File: config.mk
export PLATFORM = sky130hd
export DESIGN_NAME = bch_decoder_flat
export DESIGN_NICKNAME = d
export VERILOG_FILES = /design/src/rtl/bch_pkg.sv /design/src/rtl/bch_decoder_if.sv /design/src/rtl/bch_chien_search.sv /design/src/rtl/bch_decoder.sv /design/src/flat_wrapper.sv
export SDC_FILE = /design/constraint.sdc
export NUM_CORES = 1
export LEC_CHECK = 0
export ABC_CLOCK_PERIOD_IN_PS = 19900
export BUFFER_PORTS_ARGS = -buffer_cell sky130_fd_sc_hd__buf_2
export CORE_AREA = 2 2 186 152
export DETAILED_ROUTE_END_ITERATION = 10
export DIE_AREA = 0 0 188 154
export PLACE_DENSITY = 0.42
export SETUP_SLACK_MARGIN = 0.5
export SYNTH_ARGS = -nofsm -noshare
export SYNTH_HDL_FRONTEND = slang
export SYNTH_SLANG_ARGS = --single-unit
File: constraint.sdc
create_clock -name clk -period 19.9 [get_ports clk]
set_clock_uncertainty 0.2 [all_clocks]
set_input_delay 1.99 -clock clk [delete_from_list [all_inputs] [get_ports clk]]
set_output_delay 1.99 -clock clk [all_outputs]
set_load 0.01 [all_outputs]
File: src/rtl/bch_pkg.sv
// rtl/bch_pkg.sv - BCH(15,7) code constants, decoder states and GF(16) arithmetic
package bch_pkg;

  localparam int BCH_N = 15;
  localparam int BCH_K = 7;
  localparam int BCH_T = 2;
  localparam logic [8:0] BCH_GEN = 9'h1D1;
  localparam logic [4:0] GF_POLY = 5'h13;

  typedef enum logic [2:0] {
    ST_IDLE,
    ST_SYND,
    ST_KEY,
    ST_CHIEN,
    ST_DIV,
    ST_DONE
  } bch_dec_state_e;

  function automatic logic [3:0] gf16_mul(input logic [3:0] a, input logic [3:0] b);
    logic [3:0] p;
    logic [3:0] aa;
    p  = 4'h0;
    aa = a;
    for (int i = 0; i < 4; i++) begin
      if (b[i]) p = p ^ aa;
      aa = {aa[2:0], 1'b0} ^ (aa[3] ? GF_POLY[3:0] : 4'h0);
    end
    return p;
  endfunction

  function automatic logic [3:0] gf16_sq(input logic [3:0] a);
    return gf16_mul(a, a);
  endfunction

  // a^-1 = a^14 = a^8 * a^4 * a^2; maps 0 to 0
  function automatic logic [3:0] gf16_inv(input logic [3:0] a);
    logic [3:0] a2, a4, a8;
    a2 = gf16_sq(a);
    a4 = gf16_sq(a2);
    a8 = gf16_sq(a4);
    return gf16_mul(gf16_mul(a8, a4), a2);
  endfunction

  function automatic logic [3:0] gf16_eval(input logic [BCH_N-1:0] w, input logic [3:0] a);
    logic [3:0] s;
    s = 4'h0;
    for (int i = BCH_N - 1; i >= 0; i--) s = gf16_mul(s, a) ^ {3'b000, w[i]};
    return s;
  endfunction

endpackage

File: src/rtl/bch_decoder_if.sv
// rtl/bch_decoder_if.sv - received-word input and decoded-result output handshake bundle
interface bch_decoder_if;
  import bch_pkg::*;

  logic                        in_valid;
  logic                        in_ready;
  logic [BCH_N-1:0]            in_codeword;
  logic                        out_valid;
  logic                        out_ready;
  logic [BCH_N-1:0]            out_codeword;
  logic [BCH_K-1:0]            out_message;
  logic [$clog2(BCH_T+1)-1:0]  out_nerr;
  logic                        out_fail;

  modport master (
    output in_valid, in_codeword, out_ready,
    input  in_ready, out_valid, out_codeword, out_message, out_nerr, out_fail
  );

  modport slave (
    input  in_valid, in_codeword, out_ready,
    output in_ready, out_valid, out_codeword, out_message, out_nerr, out_fail
  );
endinterface

File: src/rtl/bch_chien_search.sv
// rtl/bch_chien_search.sv - serial Chien search of sigma(x) = 1 + s1*x + s2*x^2 at alpha^-k, k = 0..14
module bch_chien_search
  import bch_pkg::*;
(
  input  logic       clk,
  input  logic       rstn,
  input  logic       start,
  input  logic [3:0] sigma1,
  input  logic [3:0] sigma2,
  output logic       root,
  output logic [3:0] pos,
  output logic       done
);

  logic       active;
  logic [3:0] t1, t2, k;

  // t1 = sigma1*alpha^-k, t2 = sigma2*alpha^-2k; alpha^-1 = 4'h9, alpha^-2 = 4'hD
  always_ff @(posedge clk or negedge rstn) begin
    if (!rstn) begin
      active <= 1'b0;
      t1     <= 4'h0;
      t2     <= 4'h0;
      k      <= 4'h0;
    end else if (start) begin
      active <= 1'b1;
      t1     <= sigma1;
      t2     <= sigma2;
      k      <= 4'h0;
    end else if (active) begin
      t1 <= gf16_mul(t1, 4'h9);
      t2 <= gf16_mul(t2, 4'hD);
      k  <= k + 4'h1;
      if (k == 4'(BCH_N - 1)) active <= 1'b0;
    end
  end

  assign root = active && ((4'h1 ^ t1 ^ t2) == 4'h0);
  assign pos  = k;
  assign done = active && (k == 4'(BCH_N - 1));

endmodule

File: src/rtl/bch_decoder.sv
// rtl/bch_decoder.sv - BCH(15,7) t=2 decoder: syndromes, key equation, Chien search, division by g(x)
// Define BCH_DEC_PARALLEL_SYND_EN for a single-cycle syndrome stage.
module bch_decoder
  import bch_pkg::*;
(
  input  logic         clk,
  input  logic         rstn,
  bch_decoder_if.slave bus
);

  bch_dec_state_e   state, state_nx;
  logic [BCH_N-1:0] rx, cw, rem, rem_nx, chien_word, out_cw;
  logic [BCH_K-1:0] out_msg;
  logic [3:0]       s1, s3, cnt, s1_cube, sigma2, pos;
  logic [1:0]       deg, nroot, nerr, roots_total, out_ne;
  logic [5:0]       quo;
  logic             fail, out_fl, q_bit, chien_ok, chien_start, root, chien_done;
  logic             in_ready_c, out_valid_c;

  always_ff @(posedge clk or negedge rstn) begin
    if (!rstn) state <= ST_IDLE;
    else       state <= state_nx;
  end

  always_comb begin
    state_nx    = state;
    in_ready_c  = 1'b0;
    out_valid_c = 1'b0;
    chien_start = 1'b0;
    case (state)
      ST_IDLE: begin
        in_ready_c = 1'b1;
        if (bus.in_valid) state_nx = ST_SYND;
      end
`ifdef BCH_DEC_PARALLEL_SYND_EN
      ST_SYND:  state_nx = ST_KEY;
`else
      ST_SYND:  if (cnt == 4'(BCH_N - 1)) state_nx = ST_KEY;
`endif
      ST_KEY: begin
        chien_start = (s1 != 4'h0);
        state_nx    = (s1 != 4'h0) ? ST_CHIEN : ST_DIV;
      end
      ST_CHIEN: if (chien_done) state_nx = ST_DIV;
      ST_DIV:   if (cnt == 4'(BCH_K - 1)) state_nx = ST_DONE;
      ST_DONE: begin
        out_valid_c = 1'b1;
        if (bus.out_ready) state_nx = ST_IDLE;
      end
      default:  state_nx = ST_IDLE;
    endcase
  end

  assign s1_cube = gf16_mul(gf16_sq(s1), s1);
  // Zero when S3 = S1^3, which degenerates sigma to the single-error locator
  assign sigma2  = gf16_mul(s3 ^ s1_cube, gf16_inv(s1));

  always_comb begin
    chien_word = cw;
    if (root) chien_word[pos] = ~cw[pos];
  end
  assign roots_total = nroot + {1'b0, root};
  assign chien_ok    = (roots_total == deg);

  assign q_bit  = rem[BCH_N-1];
  assign rem_nx = (rem ^ (q_bit ? {BCH_GEN, 6'b000000} : '0)) << 1;

  bch_chien_search u_chien (
    .clk    (clk),
    .rstn   (rstn),
    .start  (chien_start),
    .sigma1 (s1),
    .sigma2 (sigma2),
    .root   (root),
    .pos    (pos),
    .done   (chien_done)
  );

  always_ff @(posedge clk or negedge rstn) begin
    if (!rstn) begin
      rx <= '0; cw <= '0; rem <= '0; quo <= '0;
      s1 <= 4'h0; s3 <= 4'h0; cnt <= 4'h0;
      deg <= 2'd0; nroot <= 2'd0; nerr <= 2'd0; fail <= 1'b0;
      out_cw <= '0; out_msg <= '0; out_ne <= 2'd0; out_fl <= 1'b0;
    end else begin
      case (state)
        ST_IDLE: if (bus.in_valid) begin
          rx <= bus.in_codeword; cw <= bus.in_codeword;
          s1 <= 4'h0; s3 <= 4'h0; cnt <= 4'h0;
          nroot <= 2'd0; nerr <= 2'd0; fail <= 1'b0;
        end
`ifdef BCH_DEC_PARALLEL_SYND_EN
        ST_SYND: begin
          s1 <= gf16_eval(rx, 4'h2);
          s3 <= gf16_eval(rx, 4'h8);
        end
`else
        // Horner: S1 over alpha (4'h2), S3 over alpha^3 (4'h8), MSB first
        ST_SYND: begin
          s1  <= gf16_mul(s1, 4'h2) ^ {3'b000, rx[4'd14 - cnt]};
          s3  <= gf16_mul(s3, 4'h8) ^ {3'b000, rx[4'd14 - cnt]};
          cnt <= (cnt == 4'(BCH_N - 1)) ? 4'h0 : cnt + 4'h1;
        end
`endif
        ST_KEY: begin
          deg   <= (s3 == s1_cube) ? 2'd1 : 2'd2;
          nroot <= 2'd0;
          cnt   <= 4'h0;
          rem   <= cw;
          if (s1 == 4'h0) fail <= (s3 != 4'h0);
        end
        ST_CHIEN: begin
          nroot <= roots_total;
          cw    <= chien_word;
          if (chien_done) begin
            cnt <= 4'h0;
            if (chien_ok) begin
              rem  <= chien_word;
              nerr <= roots_total;
            end else begin
              cw   <= rx;
              rem  <= rx;
              nerr <= 2'd0;
              fail <= 1'b1;
            end
          end
        end
        ST_DIV: begin
          rem <= rem_nx;
          quo <= {quo[4:0], q_bit};
          cnt <= cnt + 4'h1;
          if (cnt == 4'(BCH_K - 1)) begin
            out_cw  <= cw;
            out_msg <= {quo, q_bit};
            out_ne  <= nerr;
            out_fl  <= fail | (|rem_nx[BCH_N-1:BCH_K]);
          end
        end
        default: ;
      endcase
    end
  end

  assign bus.in_ready     = in_ready_c;
  assign bus.out_valid    = out_valid_c;
  assign bus.out_codeword = out_cw;
  assign bus.out_message  = out_msg;
  assign bus.out_nerr     = out_ne;
  assign bus.out_fail     = out_fl;

endmodule

File: src/flat_wrapper.sv
// flat-port wrapper written by rule: the top's interface ports become plain ports
module bch_decoder_flat import bch_pkg::*;
  (clk, rstn, bus_in_valid, bus_in_codeword, bus_out_ready, bus_in_ready, bus_out_valid, bus_out_codeword, bus_out_message, bus_out_nerr, bus_out_fail);
  bch_decoder_if bus_i ();
  input  logic clk;
  input  logic rstn;
  input wire logic [$bits(bus_i.in_valid)-1:0] bus_in_valid;
  input wire logic [$bits(bus_i.in_codeword)-1:0] bus_in_codeword;
  input wire logic [$bits(bus_i.out_ready)-1:0] bus_out_ready;
  output wire logic [$bits(bus_i.in_ready)-1:0] bus_in_ready;
  output wire logic [$bits(bus_i.out_valid)-1:0] bus_out_valid;
  output wire logic [$bits(bus_i.out_codeword)-1:0] bus_out_codeword;
  output wire logic [$bits(bus_i.out_message)-1:0] bus_out_message;
  output wire logic [$bits(bus_i.out_nerr)-1:0] bus_out_nerr;
  output wire logic [$bits(bus_i.out_fail)-1:0] bus_out_fail;
  assign bus_i.in_valid = bus_in_valid;
  assign bus_i.in_codeword = bus_in_codeword;
  assign bus_i.out_ready = bus_out_ready;
  assign bus_in_ready = bus_i.in_ready;
  assign bus_out_valid = bus_i.out_valid;
  assign bus_out_codeword = bus_i.out_codeword;
  assign bus_out_message = bus_i.out_message;
  assign bus_out_nerr = bus_i.out_nerr;
  assign bus_out_fail = bus_i.out_fail;
  bch_decoder u_core (.clk(clk), .rstn(rstn), .bus(bus_i));
endmodule
==> results of run 1 <==
[worst register-to-register path, stage by stage, from the launching register on]
cell and delay [ns]:
dfrtp_1 0.74, ha_1 0.50, xnor2_4 0.23, a21oi_1 0.29
nand2_1 0.37, ha_1 0.66, clkinv_1 0.33, xnor3_1 0.53
o2111ai_1 0.35, nand2_2 0.13, inv_2 0.16, ha_1 0.18
or2_2 0.28, o2111ai_1 0.16, a2111oi_0 0.69, nor2_1 0.11
a311oi_1 0.38, nor4_2 0.12, o21ai_1 0.20, xnor3_2 0.47
xor2_2 0.30, nor2_1 0.08, or3_1 0.41, and4_1 0.22
o31ai_2 0.16
[cell families (layout without fill, tap and decap cells)]
family / after synthesis / count (layout) / share of synthesized area
simple gates: 324 / 324 / 0.182
compound gates: 208 / 208 / 0.183
flops: 111 / 111 / 0.346
mux: 93 / 93 / 0.136
buf+inv: 78 / 89 / 0.0403
xor+xnor: 65 / 65 / 0.0847
fa+ha+maj: 18 / 18 / 0.0280
[registers in the layout, summed over array words and instances, names as in the netlist, 3 cells and up]
register,count
u_core.bus.out_codeword,15
u_core.rx,15
u_core.state,3
u_core.s3,4
u_core.quo,6
u_core.cnt,4
u_core.u_chien.t2,4
u_core.s1,4
u_core.bus.out_message,7
u_core.u_chien.t1,4
u_core.u_chien.pos,4
u_core.rem,15
u_core.cw,15
[cell usage after synthesis (5+ instances only)]
| master | count |
|---|---|
| o2111ai_1 | 5 |
| mux2_2 | 62 |
| buf_1 | 5 |
| o21ai_0 | 38 |
| mux4_2 | 7 |
| or3_1 | 5 |
| xor2_1 | 19 |
| xnor2_1 | 37 |
| nand2b_1 | 5 |
| and2_1 | 7 |
| nand4_1 | 9 |
| nor4_1 | 6 |
| nor3_1 | 22 |
| nor2_1 | 96 |
| dfrtp_1 | 111 |
| a221oi_1 | 15 |
| a211oi_1 | 9 |
| buf_2 | 7 |
| nand3_1 | 14 |
| a31oi_1 | 23 |
| a21o_1 | 5 |
| mux2i_1 | 24 |
| and3_1 | 7 |
| o31ai_1 | 8 |
| clkbuf_1 | 44 |
| ha_1 | 18 |
| nand2_1 | 129 |
| inv_1 | 16 |
| a211o_1 | 5 |
| a21oi_1 | 41 |
[power by group]
part	switching, mW	internal, mW	total [mW]
sequential	0.143	0.312	0.455
combinational	0.633	0.451	1.08
clock	0.0860	0.118	0.204
total	0.862	0.881	1.74
[cells in the final DEF, fill, tap and decap left out, drive strengths merged, types with 4 or more instances in the layout]
cell type | netlist | layout
o211ai | 4 | 4
nand4 | 9 | 9
buf | 15 | 54
a21oi | 41 | 41
o31a | 4 | 4
nand2b | 5 | 5
a21o | 5 | 5
o31ai | 11 | 11
mux2 | 62 | 62
or3 | 6 | 6
o2111ai | 5 | 5
xnor3 | 5 | 5
xor2 | 22 | 22
or4 | 4 | 4
nor4 | 7 | 7
inv | 18 | 19
o21ai | 40 | 40
o221ai | 4 | 4
dfrtp | 111 | 111
and2 | 7 | 7
xnor2 | 38 | 38
clkbuf | 44 | 12
a211oi | 11 | 11
and3 | 7 | 7
nor3 | 24 | 24
mux2i | 24 | 24
nand2 | 130 | 130
nand3 | 14 | 14
a221oi | 15 | 15
mux4 | 7 | 7
a31oi | 24 | 24
ha | 18 | 18
nor3b | 4 | 4
nor2 | 96 | 96
a211o | 5 | 5
[metal layers]
layer	track usage	part of all wire	up-vias
met5	0	0	-
met2	0.218	0.39	141
li1	-	-	3266
met1	0.267	0.56	3260
met4	0.0304	0.0057	0
met3	0.0269	0.041	10
[layout make-up]
type                            instances  area [sq um]  share of cell area
Sequential cell                       111          2780               0.313
Inverter                               19          71.3             0.00803
Clock inverter                          4          76.3             0.00859
Timing Repair Buffer                   54           295              0.0332
Multi-Input combinational cell        708          4950               0.557
Tap cell                              364           455              0.0513
Clock buffer                           12           256              0.0289
[worst paths after layout]
check,start,endpoint,slack [ns],depth (start not counted)
max in group asynchronous,rstn,u_core.cw[11],16.79,2
min,u_core.bus.out_message[4],u_core.bus.out_message[4],0.30,1
max,u_core.s1[3],u_core.u_chien.t2[2],11.55,24
min reg2reg,u_core.bus.out_message[4],u_core.bus.out_message[4],0.30,1
min in group asynchronous,rstn,u_core.quo[0],1.52,1
max reg2reg,u_core.s1[3],u_core.u_chien.t2[2],11.55,24
==> metrics.txt, run 1 <==
Final Critical Period 8.35 ns; num rows 54; CTS tree yes; core footprint 27,000 sq um; Pins Over Slew Limit 0; worst setup margin 11.55 ns; largest net degree at the start of global routing 65; H-tree levels 3; Slowest-stage cell, CP dfrtp_1; Mapped Area 8040 sq um; RSZ-0062 raised after global routing false; Final HPWL DP 16,600 um; hold_buf cts 0; TritonCTS sink count 111; Area Growth Syn to Fin 10.6%; Max-Cap Viols 0; Post-Layout Inst Area 8880 sq um; sequential area share after synthesis 0.346; maximum root-to-sink buffer count 2; Final ANT Viol Nets 0; Final Hold Slack 0.302 ns; critical path's most frequent cell ha_1; root buffer cell clkbuf_16; Worst Max-Slew Pin Slew 1.09 ns; Num CTS Buffers 9; Max-slew headroom 0.266; worst-path fanout max 17; Final period util 0.420; Die Y 154 um; Yosys top cell area share 0.346; VDD IR max 63.8 uV; status finished clean; worst hold path type reg2reg; nets 940; critical path class reg2reg; critical path launch point type flip-flop; starting density of the core 0.298; Top FF cell, synth dfrtp_1; vias per cell 5.25; layout cell share with drive strength beyond 1 0.184; placed cells 1,256; io pins 46; CP cell instances ha_1, xnor2_4, a21oi_1, nand2_1, ha_1, clkinv_1, xnor3_1, o2111ai_1, nand2_2, inv_2, ha_1, or2_2, o2111ai_1, a2111oi_0, nor2_1, a311oi_1, nor4_2, o21ai_1, xnor3_2, xor2_2, nor2_1, or3_1, and4_1, o31ai_2; asr flop ratio synth 1.00; die width 188 um; 1st-iter DRT viols 603; Routed WL 23,200 um; Netlist cell types 80; final-report setup violation count 0; post_cts resized 0; worst path arrival time 8.43 ns; DRC violations left 0; vias in the first global route 6,341; Vias 6,677; syn_nets 934; final global-route overflow total 0; GPL Wtd Cong 0.853; die area 29,000 sq um; setup TNS 0 ns; input/output buffers 45; Total GRT Usage 0.163; leakage 3.80 nW; CP top delay family compound AO/OA/AOI/OAI gates; Synth area leader dfrtp_1; CP peak stage delay 0.74 ns; Cells after Synth 897; placed inst area 8550 sq um; dpl ws 11.73 ns; post-CTS setup repair buffer count 0; Syn. warnings 0; final cell count without fillers 1,272; Hold Fails Final Rpt 0; Post-synth EDFFs 0; Pre-antenna DRT Iters 5; Ant. Diodes 0; Tot Pwr 1.74 mW; initial antenna violation count 0; Layout fillers 2,829; CP bufs+invs 2; largest cells by area after synthesis dfrtp_1, mux2_2, nand2_1, nor2_1, xnor2_1; Power Density 196 nW/um^2; first-pass GRT wire length 37,400 um; CP required 19.97 ns; WL/cell 18.2 um; Seq cells post-synth 111; clock-pin slew on the worst setup and hold paths 0.08 ns; Core Util, Final 0.330; f_max 120 MHz; Clk Latency, worst-skew pair 0.36 ns; CP Capture Type flip-flop; syn avg cell area 8.96 sq um
(Power assumes the default switching activity.)
==> inputs of run 2 (changes only) <==
ABC_CLOCK_PERIOD_IN_PS = 6800   (was 19900)
PLACE_DENSITY = 0.43   (was 0.42)
clock period = 6.8 ns   (was 19.9 ns; I/O delays follow)
==> run 2 against run 1 <==
Register-to-register slack got worse by 11 ns. Cell count increased by 2.4%. Sequential share of layout area down 1.3 points. Design area rose by 4.5%. Largest cell class unchanged.
==> metrics.txt, run 2 (same netlist as run 1, synthesis figures left out) <==
combinational power share 0.666; num rows 54; leakage 3.97 nW; worst path arrival time 6.15 ns; Vias 6,806; final cell count without fillers 1,302; Clk Latency, worst-skew pair 0.37 ns; reg2reg path depth 23; die area 29,000 sq um; Net Sw Frac 0.496; placed cells 1,272; Switch Pwr 2.72 mW; hold_buf cts 0; Num CTS Buffers 9; Core Util, Final 0.344; placed inst area 8690 sq um; H-tree levels 3; largest net degree at the start of global routing 66; WL/cell 18.1 um; dpl ws 0.253 ns; Max-slew headroom 0.316; commonest non-fill, non-tap cells in the layout nand2_1, dfrtp_1, nor2_1; Max-Cap Viols 0; worst r2r dst u_core.u_chien.t2[2]; TritonCTS sink count 111; CTS tree yes; Pre-antenna DRT Iters 5; sequential power share 0.234; Area Growth Syn to Fin 15.5%; Ant. Diodes 0; Final ANT Viol Nets 0; worst hold path type in2async; Hold Fails Final Rpt 0; RSZ-0062 raised after global routing false; root buffer cell clkbuf_16; critical path class reg2reg; Layout fillers 2,798; core footprint 27,000 sq um; critical path startpoint u_core.s1[3]; Clock Power Share 0.100; R2R Path Start u_core.s1[3]; final global-route overflow total 0; Final HPWL DP 16,600 um; worst-path fanout max 16; Worst Max-Slew Pin Slew 1.03 ns; f_max 165 MHz; Final Hold Slack 0.110 ns; Routed WL 23,600 um; critical path launch point type flip-flop; die width 188 um; input/output buffers 45; Total GRT Usage 0.164; setup TNS 0 ns; GPL Wtd Cong 0.856; Post-Layout Inst Area 9280 sq um; DRC violations left 0; CP required 6.88 ns; initial antenna violation count 0; starting density of the core 0.298; final-report setup violation count 0; 1st-iter DRT viols 473; Tot Pwr 5.48 mW; vias per cell 5.23; Pins Over Slew Limit 0; vias in the first global route 6,522; Die Y 154 um; CP Capture Type flip-flop; commonest non-fill, non-tap cell in the layout nand2_1; layout cell share with drive strength beyond 1 0.241; FF-to-FF setup slack 0.73 ns; nets 970; clock-pin slew on the worst setup and hold paths 0.09 ns; worst setup margin 0.732 ns; status finished clean; Int Power 2.76 mW; VDD IR max 184 uV; Final Critical Period 6.07 ns; first-pass GRT wire length 38,000 um; io pins 46; Power Density 590 nW/um^2; maximum root-to-sink buffer count 2; Final period util 0.892
==> run 2: changes by cell type in the layout (fill, tap and decap cells not counted), sizes merged <==
cell | before | now
or2 | 3 | 4
inv | 19 | 22
bufinv | 2 | 0
clkinv | 1 | 4
buf | 54 | 83
clkinvlp | 1 | 0
clkbuf | 12 | 9
==> run 2: worst max-delay path by stage <==
stage                                       to  cells after the start  slack [ns]
after global routing      u_core.u_chien.t2[2]                     23        0.49
after global placement    u_core.u_chien.t2[2]                     24        0.31
after CTS                 u_core.u_chien.t2[2]                     24        0.51
final                     u_core.u_chien.t2[2]                     23        0.73
after floorplan           u_core.u_chien.t2[2]                     29        0.51
after detailed placement  u_core.u_chien.t2[2]                     23        0.25
==> run 2: final cells by class <==
| type | count | area (sq um) | area share |
|---|---|---|---|
| Tap cell | 364 | 455 | 0.0491 |
| Timing Repair Buffer | 83 | 513 | 0.0553 |
| Sequential cell | 111 | 2780 | 0.299 |
| Inverter | 19 | 78.8 | 0.00849 |
| Clock buffer | 9 | 225 | 0.0243 |
| Multi-Input combinational cell | 709 | 5160 | 0.555 |
| Clock inverter | 7 | 77.6 | 0.00836 |
==> run 2: power by group through the flow <==
stage / registers, mW / clock network [mW] / logic [mW]
CTS: 1.28 / 0.570 / 3.43
detailed placement: 1.29 / 0 / 3.28
floorplan: 1.10 / 0 / 2.65
finish: 1.28 / 0.549 / 3.65
global placement: 1.29 / 0 / 3.31
global route: 1.32 / 0.601 / 4.01
==> run 2: repair_timing <==
item,4_1_cts,5_1_grt
buffers inserted,3,10
setup endpoints to repair,4,4
pin swaps,2,13
cloned,0,1
resized for setup,14,24
==> run 2: worst max-delay path, cell delays in order (launching register included) <==
cell	delay [ns]
dfrtp_1	0.36
buf_4	0.24
inv_1	0.17
ha_2	0.41
xnor2_1	0.12
nor3_1	0.10
or4_4	0.56
a221o_1	0.42
nand2_2	0.11
inv_4	0.07
ha_2	0.21
or2_2	0.34
nor2_2	0.12
a211o_1	0.11
a21oi_1	0.05
o311a_1	0.33
o311a_4	0.35
or2_4	0.27
or4_1	0.42
nand3_2	0.13
xor2_4	0.12
or3_4	0.42
and4_1	0.19
o31ai_2	0.16
==> run 2: metal layers <==
layer	vias up	track usage	wire [um]
li1	3328	-	-
met1	3321	0.261	12800
met2	142	0.232	9740
met3	15	0.0226	851
met4	0	0.0315	187
met5	-	0	0
